==> config.mk <==
export PLATFORM = sky130hd
export DESIGN_NAME = mojo_serial_rx
export DESIGN_NICKNAME = d
export VERILOG_FILES = /design/src/rtl/mojo_serial_rx_pkg.sv /design/src/rtl/mojo_sync_2ff.sv /design/src/rtl/mojo_serial_rx.sv
export SDC_FILE = /design/constraint.sdc
export NUM_CORES = 1
export LEC_CHECK = 0
export ABC_CLOCK_PERIOD_IN_PS = 6230
export CAP_MARGIN = 5
export CORE_UTILIZATION = 60
export DETAILED_ROUTE_END_ITERATION = 12
export GPL_TIMING_DRIVEN = 0
export PLACE_DENSITY = 0.83
export SETUP_SLACK_MARGIN = 0.2
export SLEW_MARGIN = 20
export SYNTH_ARGS = -nofsm -noshare
export SYNTH_HDL_FRONTEND = slang
export SYNTH_HIERARCHICAL = 1
export SYNTH_SLANG_ARGS = --single-unit
export TNS_END_PERCENT = 30
==> constraint.sdc <==
create_clock -name clk -period 6.23 [get_ports clk]
set_clock_uncertainty 0.05 [all_clocks]
set_input_delay 1.246 -clock clk [delete_from_list [all_inputs] [get_ports clk]]
set_output_delay 1.246 -clock clk [all_outputs]
set_load 0.05 [all_outputs]
==> src/rtl/mojo_serial_rx_pkg.sv <==
// Shared 8N1 framing constants and receiver state encoding.
// Also intended for the matching transmitter.
package mojo_serial_rx_pkg;

    localparam int   DATA_BITS  = 8;
    localparam logic STOP_LEVEL = 1'b1;

    typedef enum logic [2:0] {
        ST_IDLE  = 3'd0,
        ST_START = 3'd1,
        ST_DATA  = 3'd2,
        ST_STOP  = 3'd3,
        ST_BREAK = 3'd4
    } rx_state_e;

endpackage

==> src/rtl/mojo_sync_2ff.sv <==
// Two-flop synchronizer for an asynchronous input pin.
// RST_VAL sets the value both flops take during reset.
module mojo_sync_2ff #(
    parameter logic RST_VAL = 1'b1
) (
    input  logic i_clk,
    input  logic i_rst_n,
    input  logic i_d,
    output logic o_q
);

    logic r_meta;
    logic r_sync;

    always_ff @(posedge i_clk) begin
        if (!i_rst_n) begin
            r_meta <= RST_VAL;
            r_sync <= RST_VAL;
        end else begin
            r_meta <= i_d;
            r_sync <= r_meta;
        end
    end

    assign o_q = r_sync;

endmodule

==> src/rtl/mojo_serial_rx.sv <==
// 8N1 UART receiver, mid-bit sampling, byte + one-cycle strobe out.
// A low stop bit raises frame_error and waits for the line to go high.
module mojo_serial_rx
    import mojo_serial_rx_pkg::*;
#(
    parameter int CLK_PER_BIT = 50
) (
    input  logic       clk,
    input  logic       rst,
    input  logic       rx,
    output logic [7:0] rx_data,
    output logic       new_rx_data,
    output logic       frame_error
);

    localparam int CTR_W = $clog2(CLK_PER_BIT);
    localparam logic [CTR_W-1:0] CTR_MAX  = CTR_W'(CLK_PER_BIT - 1);
    localparam logic [CTR_W-1:0] CTR_HALF = CTR_W'(CLK_PER_BIT / 2 - 1);
    localparam logic [2:0]       LAST_BIT = 3'(DATA_BITS - 1);

    logic w_rx_s;

    rx_state_e        r_state, w_state;
    logic [CTR_W-1:0] r_ctr, w_ctr;
    logic [2:0]       r_bit_idx, w_bit_idx;
    logic [7:0]       r_shift, w_shift;
    logic [7:0]       r_data, w_data;
    logic             r_new, w_new;
    logic             r_ferr, w_ferr;

    mojo_sync_2ff #(
        .RST_VAL(1'b1)
    ) u_sync (
        .i_clk  (clk),
        .i_rst_n(rst),
        .i_d    (rx),
        .o_q    (w_rx_s)
    );

    always_ff @(posedge clk) begin
        if (!rst) begin
            r_state   <= ST_IDLE;
            r_ctr     <= '0;
            r_bit_idx <= '0;
            r_shift   <= '0;
            r_data    <= '0;
            r_new     <= 1'b0;
            r_ferr    <= 1'b0;
        end else begin
            r_state   <= w_state;
            r_ctr     <= w_ctr;
            r_bit_idx <= w_bit_idx;
            r_shift   <= w_shift;
            r_data    <= w_data;
            r_new     <= w_new;
            r_ferr    <= w_ferr;
        end
    end

    always_comb begin
        w_state   = r_state;
        w_ctr     = r_ctr;
        w_bit_idx = r_bit_idx;
        w_shift   = r_shift;
        w_data    = r_data;
        w_new     = 1'b0;
        w_ferr    = 1'b0;
        unique case (r_state)
            ST_IDLE: begin
                w_ctr = '0;
                if (!w_rx_s) w_state = ST_START;
            end
            ST_START: begin
                if (r_ctr == CTR_HALF) begin
                    w_ctr     = '0;
                    w_bit_idx = '0;
                    w_state   = w_rx_s ? ST_IDLE : ST_DATA;
                end else begin
                    w_ctr = r_ctr + 1'b1;
                end
            end
            ST_DATA: begin
                if (r_ctr == CTR_MAX) begin
                    w_shift[r_bit_idx] = w_rx_s;
                    w_ctr     = '0;
                    w_bit_idx = r_bit_idx + 1'b1;
                    if (r_bit_idx == LAST_BIT) w_state = ST_STOP;
                end else begin
                    w_ctr = r_ctr + 1'b1;
                end
            end
            ST_STOP: begin
                // Leave at mid-stop so a back-to-back start edge is caught.
                if (r_ctr == CTR_MAX) begin
                    w_ctr = '0;
                    if (w_rx_s == STOP_LEVEL) begin
                        w_data  = r_shift;
                        w_new   = 1'b1;
                        w_state = ST_IDLE;
                    end else begin
                        w_ferr  = 1'b1;
                        w_state = ST_BREAK;
                    end
                end else begin
                    w_ctr = r_ctr + 1'b1;
                end
            end
            ST_BREAK: begin
                w_ctr = '0;
                if (w_rx_s) w_state = ST_IDLE;
            end
            default: begin
                w_state = ST_IDLE;
                w_ctr   = '0;
            end
        endcase
    end

    assign rx_data     = r_data;
    assign new_rx_data = r_new;
    assign frame_error = r_ferr;

endmodule

* Word level (Yosys, flattened, before mapping)
Cells that the tools add are included.
** Storage, ports and cells
- Logic and storage cells :: 55
- Input port bits :: 3
- Register bits :: 32
- Output and inout bits :: 10
** Operators by class
- Multiplexer cells :: 20
- $add $sub $neg :: 2
- Reduce and logical (&&, ||, !) cells :: 9
- Equality and inequality tests :: 13
- Order comparisons :: 2
** Operators with widths (count)
- $mux 3 :: 9
- $pmux 3 s5 :: 1
- $mux 6 :: 2
- $pmux 6 s2 :: 1
- $ne 2x2->1 const B :: 5
- $reduce_and 3->1 :: 3
- $bwmux 8 :: 1
- $add 6x1->6 const B :: 1
- $eq 3x2->1 const B :: 2
- $eq 3x3->1 const B :: 2
- $eq 6x5->1 const B :: 1
- $eq 6x6->1 const B :: 1
- $pmux 3 s2 :: 1
- $reduce_and 6->1 :: 1
- $lt 3x4->1 const B :: 1
- $add 3x1->3 const B :: 1
- $demux 1 s3 :: 1
- $eq 3x1->1 const B :: 1
- $ge 3x1->1 const B :: 1
- $logic_not 3->1 :: 1
- $mux 1 :: 3
- $mux 2 :: 1
- $ne 2x1->1 const B :: 1
- $reduce_and 2->1 :: 1
- 3 further kinds :: 3

* Depth between registers and ports, before layout
Gate-level depths: netlist (run 1).
- Word-level depth :: 5
- Gate-level depth with buffers :: 7
- Depth with buffers taken out :: 6

* Hierarchy
The synthesis (run 1) kept the hierarchy.
** Modules (own cells, without submodules)
- mojo_serial_rx :: seq. area each 600.6 sq um, area each 1398.8 sq um, cells an instance 150, times used 1
- mojo_sync_2ff :: seq. area each 40.0 sq um, area each 52.6 sq um, cells an instance 4, times used 1

* Worst setup path after synthesis (run 1)
Ideal clock, no wire load.
- Path type :: register to register
- Start :: register r_ctr[0]
- End :: register r_bit_idx[0]
- Setup slack :: 4081 ps
- Stages on the path, launching flop included :: 7
- Required time :: 6110 ps
- Library setup time :: 70 ps
- Clock period less this slack :: 2149 ps
- Arrival time :: 2028 ps
- Path buffers :: 1
- Path through :: dfxtp_1 ha_1 or3b_1 buf_6 or4b_4 or4_1 a21oi_1
** On the way
- Word-level cells in the longest chain between the ends :: 3
- Elaborated cells on any way between the ends :: 5
- Those cells by class :: eq/ne (4); reduce/logical (1)
** RTL lines
- from (decl) :: RTL line mojo_serial_rx.sv:24 : logic [CTR_W-1:0] r_ctr, w_ctr;
- from (signal assigned) :: RTL line mojo_serial_rx.sv:51 : r_ctr <= w_ctr;
- $eq 6x6->1 or $eq 6x5->1 (tied branches) :: RTL line mojo_serial_rx.sv:83, mojo_serial_rx.sv:74
- $ne 2x2->1 (no source line)
- $reduce_and 3->1 (no source line) (*)
- to (signal assigned) :: RTL line mojo_serial_rx.sv:52 : r_bit_idx <= w_bit_idx;
- to (decl) :: RTL line mojo_serial_rx.sv:25 : logic [2:0] r_bit_idx, w_bit_idx;
Every way passes the cells marked *; elsewhere a longest branch is shown, timed or not.
A chain may end at the register's enable or synchronous reset.

* Final worst setup path (run 1)
- Start :: register r_data[6] (netlist: rx_data[6])
- End :: output port rx_data[6]
** RTL lines
- from (decl) :: RTL line mojo_serial_rx.sv:27 : logic [7:0] r_data, w_data;
- from (signal assigned) :: RTL line mojo_serial_rx.sv:54 : r_data <= w_data;
- to (decl) :: RTL line mojo_serial_rx.sv:11 : output logic [7:0] rx_data,
No word-level cell between the ends.

==> results of run 1 <==
sequential cells by signal (all words and copies together) (netlist names):
signal,flops
r_state,3
r_ctr,6
u_sync/o_q,1
r_bit_idx,3
new_rx_data,1
r_shift,8
rx_data,8
frame_error,1
u_sync/r_meta,1
layout by cell type (no fill, tap or decap):
master / n
dfxtp_1: 32
nor2_1: 28
mux2i_1: 18
clkdlybuf4s50_1: 12
nand3_1: 9
clkbuf_1: 7
inv_1: 6
nor3b_1: 6
nand2_1: 6
ha_1: 5
clkbuf_4: 5
a21oi_1: 4
a31oi_1: 3
nand2b_1: 3
nor4bb_1: 3
buf_6: 2
nor3_1: 2
xor2_1: 2
xnor2_1: 2
buf_2: 1
o21ai_1: 1
nor2b_1: 1
or3b_1: 1
or4b_4: 1
o31ai_1: 1
or4_1: 1
o311ai_0: 1
o21a_1: 1
a311oi_1: 1
a2111oi_0: 1
nand4b_1: 1
nor4b_1: 1
nand3b_1: 1
or3_1: 1
and4b_1: 1
nor4_4: 1
bufinv_16: 1
clkinv_2: 1
per-layer routing:
metal  track usage  vias to the layer above  share of wire
met3        0.0833                        4          0.047
met2         0.447                       24           0.51
met4        0.0833                        0          0.011
met5             0                        -              0
met1         0.272                      544           0.43
li1              -                      574              -
power by group:
part | switching (W) | internal [W] | leakage [nW]
clock network | 0.0000704 | 0.0000841 | 0.0422
logic | 0.00000791 | 0.00000422 | 0.292
registers | 0.000000726 | 0.000206 | 0.258
total | 0.0000791 | 0.000294 | 0.593
area by class of cell:
| class | instances | share of cell area |
|---|---|---|
| multi-input cells | 107 | 0.439 |
| flip-flops and latches | 32 | 0.381 |
| repair buffers | 12 | 0.0714 |
| plain buffers | 9 | 0.0297 |
| clock buffers | 6 | 0.0245 |
| clock inverters | 2 | 0.0208 |
| well taps | 28 | 0.0208 |
| inverters | 6 | 0.0134 |
worst reg2reg max path, delay by kind of cell, from the launching register on:
family	cells	cell delay (ns)
buffers and inverters	1	0.15
adders and majority gates	1	0.18
and+or+nand+nor	3	1.29
AOI/OAI and AO/OA	1	0.13
DFF	1	0.41
per-stage QoR:
stage          instance area (um^2)  hold slack (ns)  utilization  cells  setup slack, ns
2_1_floorplan                  1450            0.336            -    154             4.08
3_5_place_dp                   1610            0.347        0.713    194             3.30
3_3_place_gp                   1610            0.346        0.713    194             3.33
5_1_grt                        1680            0.382        0.746    202             3.37
6_report                       1680            0.368        0.746    202             3.45
4_1_cts                        1680            0.370        0.746    202             3.43
cell families after synthesis:
family / Yosys count / synth area share
flip-flops: 32 / 0.441
buffers and inverters: 15 / 0.0500
AO/OA/AOI/OAI: 13 / 0.0586
adder cells (fa/ha/maj): 5 / 0.0431
XOR/XNOR: 4 / 0.0241
AND/OR/NAND/NOR: 67 / 0.259
multiplexers: 18 / 0.124
how the worst max path moves through the flow:
| stage | startpoint | end | slack, ns | cells after the start |
|---|---|---|---|---|
| after detailed placement | rst | r_shift[1] | 3.30 | 5 |
| after floorplan | r_ctr[0] | r_bit_idx[0] | 4.08 | 6 |
| after global placement | rst | r_shift[1] | 3.33 | 5 |
| after CTS | rx_data[6] | rx_data[6] | 3.43 | 1 |
| after global routing | rx_data[6] | rx_data[6] | 3.37 | 1 |
| final | rx_data[6] | rx_data[6] | 3.45 | 1 |
==> results.cfg, run 1 <==
[layout]
seq_area_um2 = 641
drive_above_1_share = 0.0690
nets = 181
area.growth.synth_to_final_pct = 15.9
antenna_cells = 0
multi_input_area_um2 = 738
n_fill_cell = 188

[clocking]
post_cts_buffers = 0
cts_tree = yes
cts_buffers = 5
ctsLongestPathBuffers = 2
insertion_delay_ns = 0.33
htreeDepth = 2
clk_pin_slew_ns = 0.11
cts.repair.resized = 0
cts_hold_buf = 0
cts_root_buf = clkbuf_4
cts_num_sinks = 32

[synth]
syn-instance-count = 154
synth_edf_count = 0
synth_nets = 162
ys.flop_type = dfxtp_1
ys_types = 34
synth_area_leaders = dfxtp_1 44%, mux2i_1 12%, nor2_1 7.2%, ha_1 4.3%, nand3_1 3.1%
synth-seq-area-share = 0.441
ys_ff_latch = 32
synth_top_area_cell = dfxtp_1
netlist_area_um2 = 1450
postSynth.asyncResetShare = 0
avgSynthCellArea_um2 = 9.42
synth_top_area_frac = 0.441
yosysWarningCount = 6
synthTopCellsByCount = 32 x dfxtp_1, 28 x nor2_1, 18 x mux2i_1
yosysMostFrequentCell = dfxtp_1

[pwr]
power.density_nw_per_um2 = 222
vdd_drop_max_v = 0.000179
total_power_w = 0.000373
leakagePower_nw = 0.593

[routing]
dr.pass1.iters = 4
vias_per_cell = 5.67
drc = 0
dr.first_iter.drc_count = 24
wl_per_cell_um = 14.1
finalWirelength_um = 2860
drtAntennaViolNets = 0
num_vias = 1146

[setup_path]
r2r_start = r_ctr[0]
critPathKind = register to output port
start_kind = register
cp_max_fo = 2
cp.required_ns = 4.93
path_cells = clkdlybuf4s50_1
worst-path-buf-inv = 1
r2r_cells = 6
crit_arrival_ns = 1.49
cpPeakStageDelay_ns = 0.81
r2r-end = r_bit_idx[0]
critPathTopFamily = buffers and inverters
r2r_slack_ns = 3.94
end_kind = output port
slowest_stage = clkdlybuf4s50_1

[die]
fp.dieArea_um2 = 2620
design.core.area_um2 = 2250
initial_core_util = 0.644
rows = 17
die_w_um = 51.2
num_io_pins = 13
dieHeight_um = 51.2

[min_path]
min_from = u_sync/r_meta
min_to = u_sync/o_q
hold_class = register to register
whs_path_depth = 1

[global_routing]
grt_overflow = 0
grt_usage = 0.250
grt_pass1_wl_um = 4660
grt_antenna_before_repair = 0
grt_max_degree = 11
grt_pass1_vias = 1058

[flow_run]
max-cap-violations = 0

[timing]
fmax_mhz = 360
relSlewSlack = 0.532
rsz0062_at_grt = no
hold_viol_final = 0
period_needed_ns = 2.78
maxSlewViolCount = 0
setup_viol = 0
worst_slew_pin_slew_ns = 0.696
tns_ns = 0
fin_crit_sh = 0.446

[place]
dp_hpwl_um = 1980
gp_congestion = 0.873
port_buffers = 12

[outcome]
outcome = complete, no violations
Power figures use the tool's default switching activity.
==> run 2: changes to the inputs <==
- ABC_CLOCK_PERIOD_IN_PS: 6230 -> 2300
- CORE_UTILIZATION: 60 -> 50
- PLACE_DENSITY: 0.83 -> 0.74
- clock period: 6.23 -> 2.3 ns (I/O delays scaled with it)
==> results.cfg, run 2 (same netlist as run 1, synthesis figures left out) <==
[pwr]
comb_power_share = 0.035
switching_share = 0.215
seqPwrFrac = 0.550
clkPwrFrac = 0.415
power.density_nw_per_um2 = 579
p_int_w = 0.000798
p_switching_w = 0.000219
total_power_w = 0.00102
vdd_drop_max_v = 0.000534
leakagePower_nw = 0.630

[routing]
wl_per_cell_um = 13.6
num_vias = 1171
dr.first_iter.drc_count = 54
drc = 0
dr.pass1.iters = 4
drtAntennaViolNets = 0
finalWirelength_um = 2880
vias_per_cell = 5.52

[clocking]
cts_root_buf = clkbuf_4
cts_num_sinks = 32
htreeDepth = 2
cts_hold_buf = 0
cts_buffers = 5
insertion_delay_ns = 0.34
ctsLongestPathBuffers = 2
cts_tree = yes
clk_pin_slew_ns = 0.10

[timing]
timing.hold.ws_ns = 0.371
rsz0062_at_grt = yes
period_needed_ns = 2.20
hold_viol_final = 0
fmax_mhz = 455
relSlewSlack = 0.560
fin_crit_sh = 0.955
tns_ns = 0
fin_ws_ns = 0.103
maxSlewViolCount = 0
worst_slew_pin_slew_ns = 0.651
setup_viol = 0

[setup_path]
critPathKind = register to register
cp.required_ns = 2.52
cp_max_fo = 3
crit_arrival_ns = 2.42
start_kind = register
end_kind = register
r2r_slack_ns = 0.10

[die]
initial_core_util = 0.526
die_w_um = 55.9
dieHeight_um = 55.9
fp.dieArea_um2 = 3120
num_io_pins = 13
rows = 19
design.core.area_um2 = 2760

[layout]
design_area_um2 = 1760
final_common_cell = dfxtp_1
antenna_cells = 0
area.growth.synth_to_final_pct = 21.0
nets = 188
drive_above_1_share = 0.127
final_cell_mix = 30 x dfxtp_1, 28 x nor2_1, 18 x mux2i_1, 12 x clkdlybuf4s50_1, 9 x nand3_1

[place]
placed_area_um2 = 1610
dp_hpwl_um = 1900
gp_congestion = 0.886
port_buffers = 12
dpl_worst_slack_ns = 0.0924

[global_routing]
grt_usage = 0.205
grt_pass1_vias = 1096
grt_max_degree = 11
grt_antenna_before_repair = 0
grt_overflow = 0
grt_pass1_wl_um = 4850

[flow_run]
max-cap-violations = 0

[min_path]
hold_class = register to register

[outcome]
outcome = complete, no violations
==> run 2: final cells by class <==
| class | instances | area [um^2] |
|---|---|---|
| clock inverters | 2 | 35.0 |
| repair buffers | 19 | 185 |
| plain buffers | 9 | 50.0 |
| well taps | 31 | 38.8 |
| clock buffers | 6 | 41.3 |
| fillers | 242 | 1000 |
| flip-flops and latches | 32 | 643 |
| inverters | 6 | 22.5 |
| multi-input cells | 107 | 741 |
==> run 2: what timing repair did <==
action | 4_1_cts | 5_1_grt
cloned | 0 | 0
pin swaps | 0 | 2
hold endpoints to repair | 0 | 0
gates resized for setup | 1 | 2
endpoints found under the setup margin | 9 | 4
buffers inserted | 4 | 3
==> run 2: power groups by stage <==
stage,Sequential [W],Clock (W),Combinational [W]
floorplan,0.000571,0,0.0000217
global placement,0.000572,0,0.0000314
detailed placement,0.000572,0,0.0000324
CTS,0.000559,0.000433,0.0000349
global route,0.000559,0.000456,0.0000397
finish,0.000559,0.000422,0.0000360
==> run 2: per-stage QoR <==
step / util / instances
2_1_floorplan: - / 154
3_3_place_gp: 0.584 / 197
3_5_place_dp: 0.584 / 197
4_1_cts: 0.628 / 209
5_1_grt: 0.637 / 212
6_report: 0.637 / 212
==> run 2: routing by layer <==
layer  up-vias  part of all wire  global-route usage
li1        589                 -                   -
met1       544              0.46               0.231
met2        31              0.47               0.337
met3         7             0.046              0.0884
met4         0             0.020              0.0906
met5         -                 0                   0
==> run 2: path summary, 6_finish.rpt <==
kind / startpoint / to / cells after the start
worst max-delay path: r_ctr[1] / r_bit_idx[0] / 7
worst min register to register: u_sync/r_meta / u_sync/o_q / 1
worst min-delay path: u_sync/r_meta / u_sync/o_q / 1
worst max register to register: r_ctr[1] / r_bit_idx[0] / 7
==> run 2: worst max-delay path, cell delays in order (launching register included) <==
cell and delay, ns:
dfxtp_2 0.33, inv_2 0.05, ha_2 0.15, or3b_1 0.35, buf_6 0.13, or4b_4 0.48
or4_1 0.41, a21oi_1 0.16
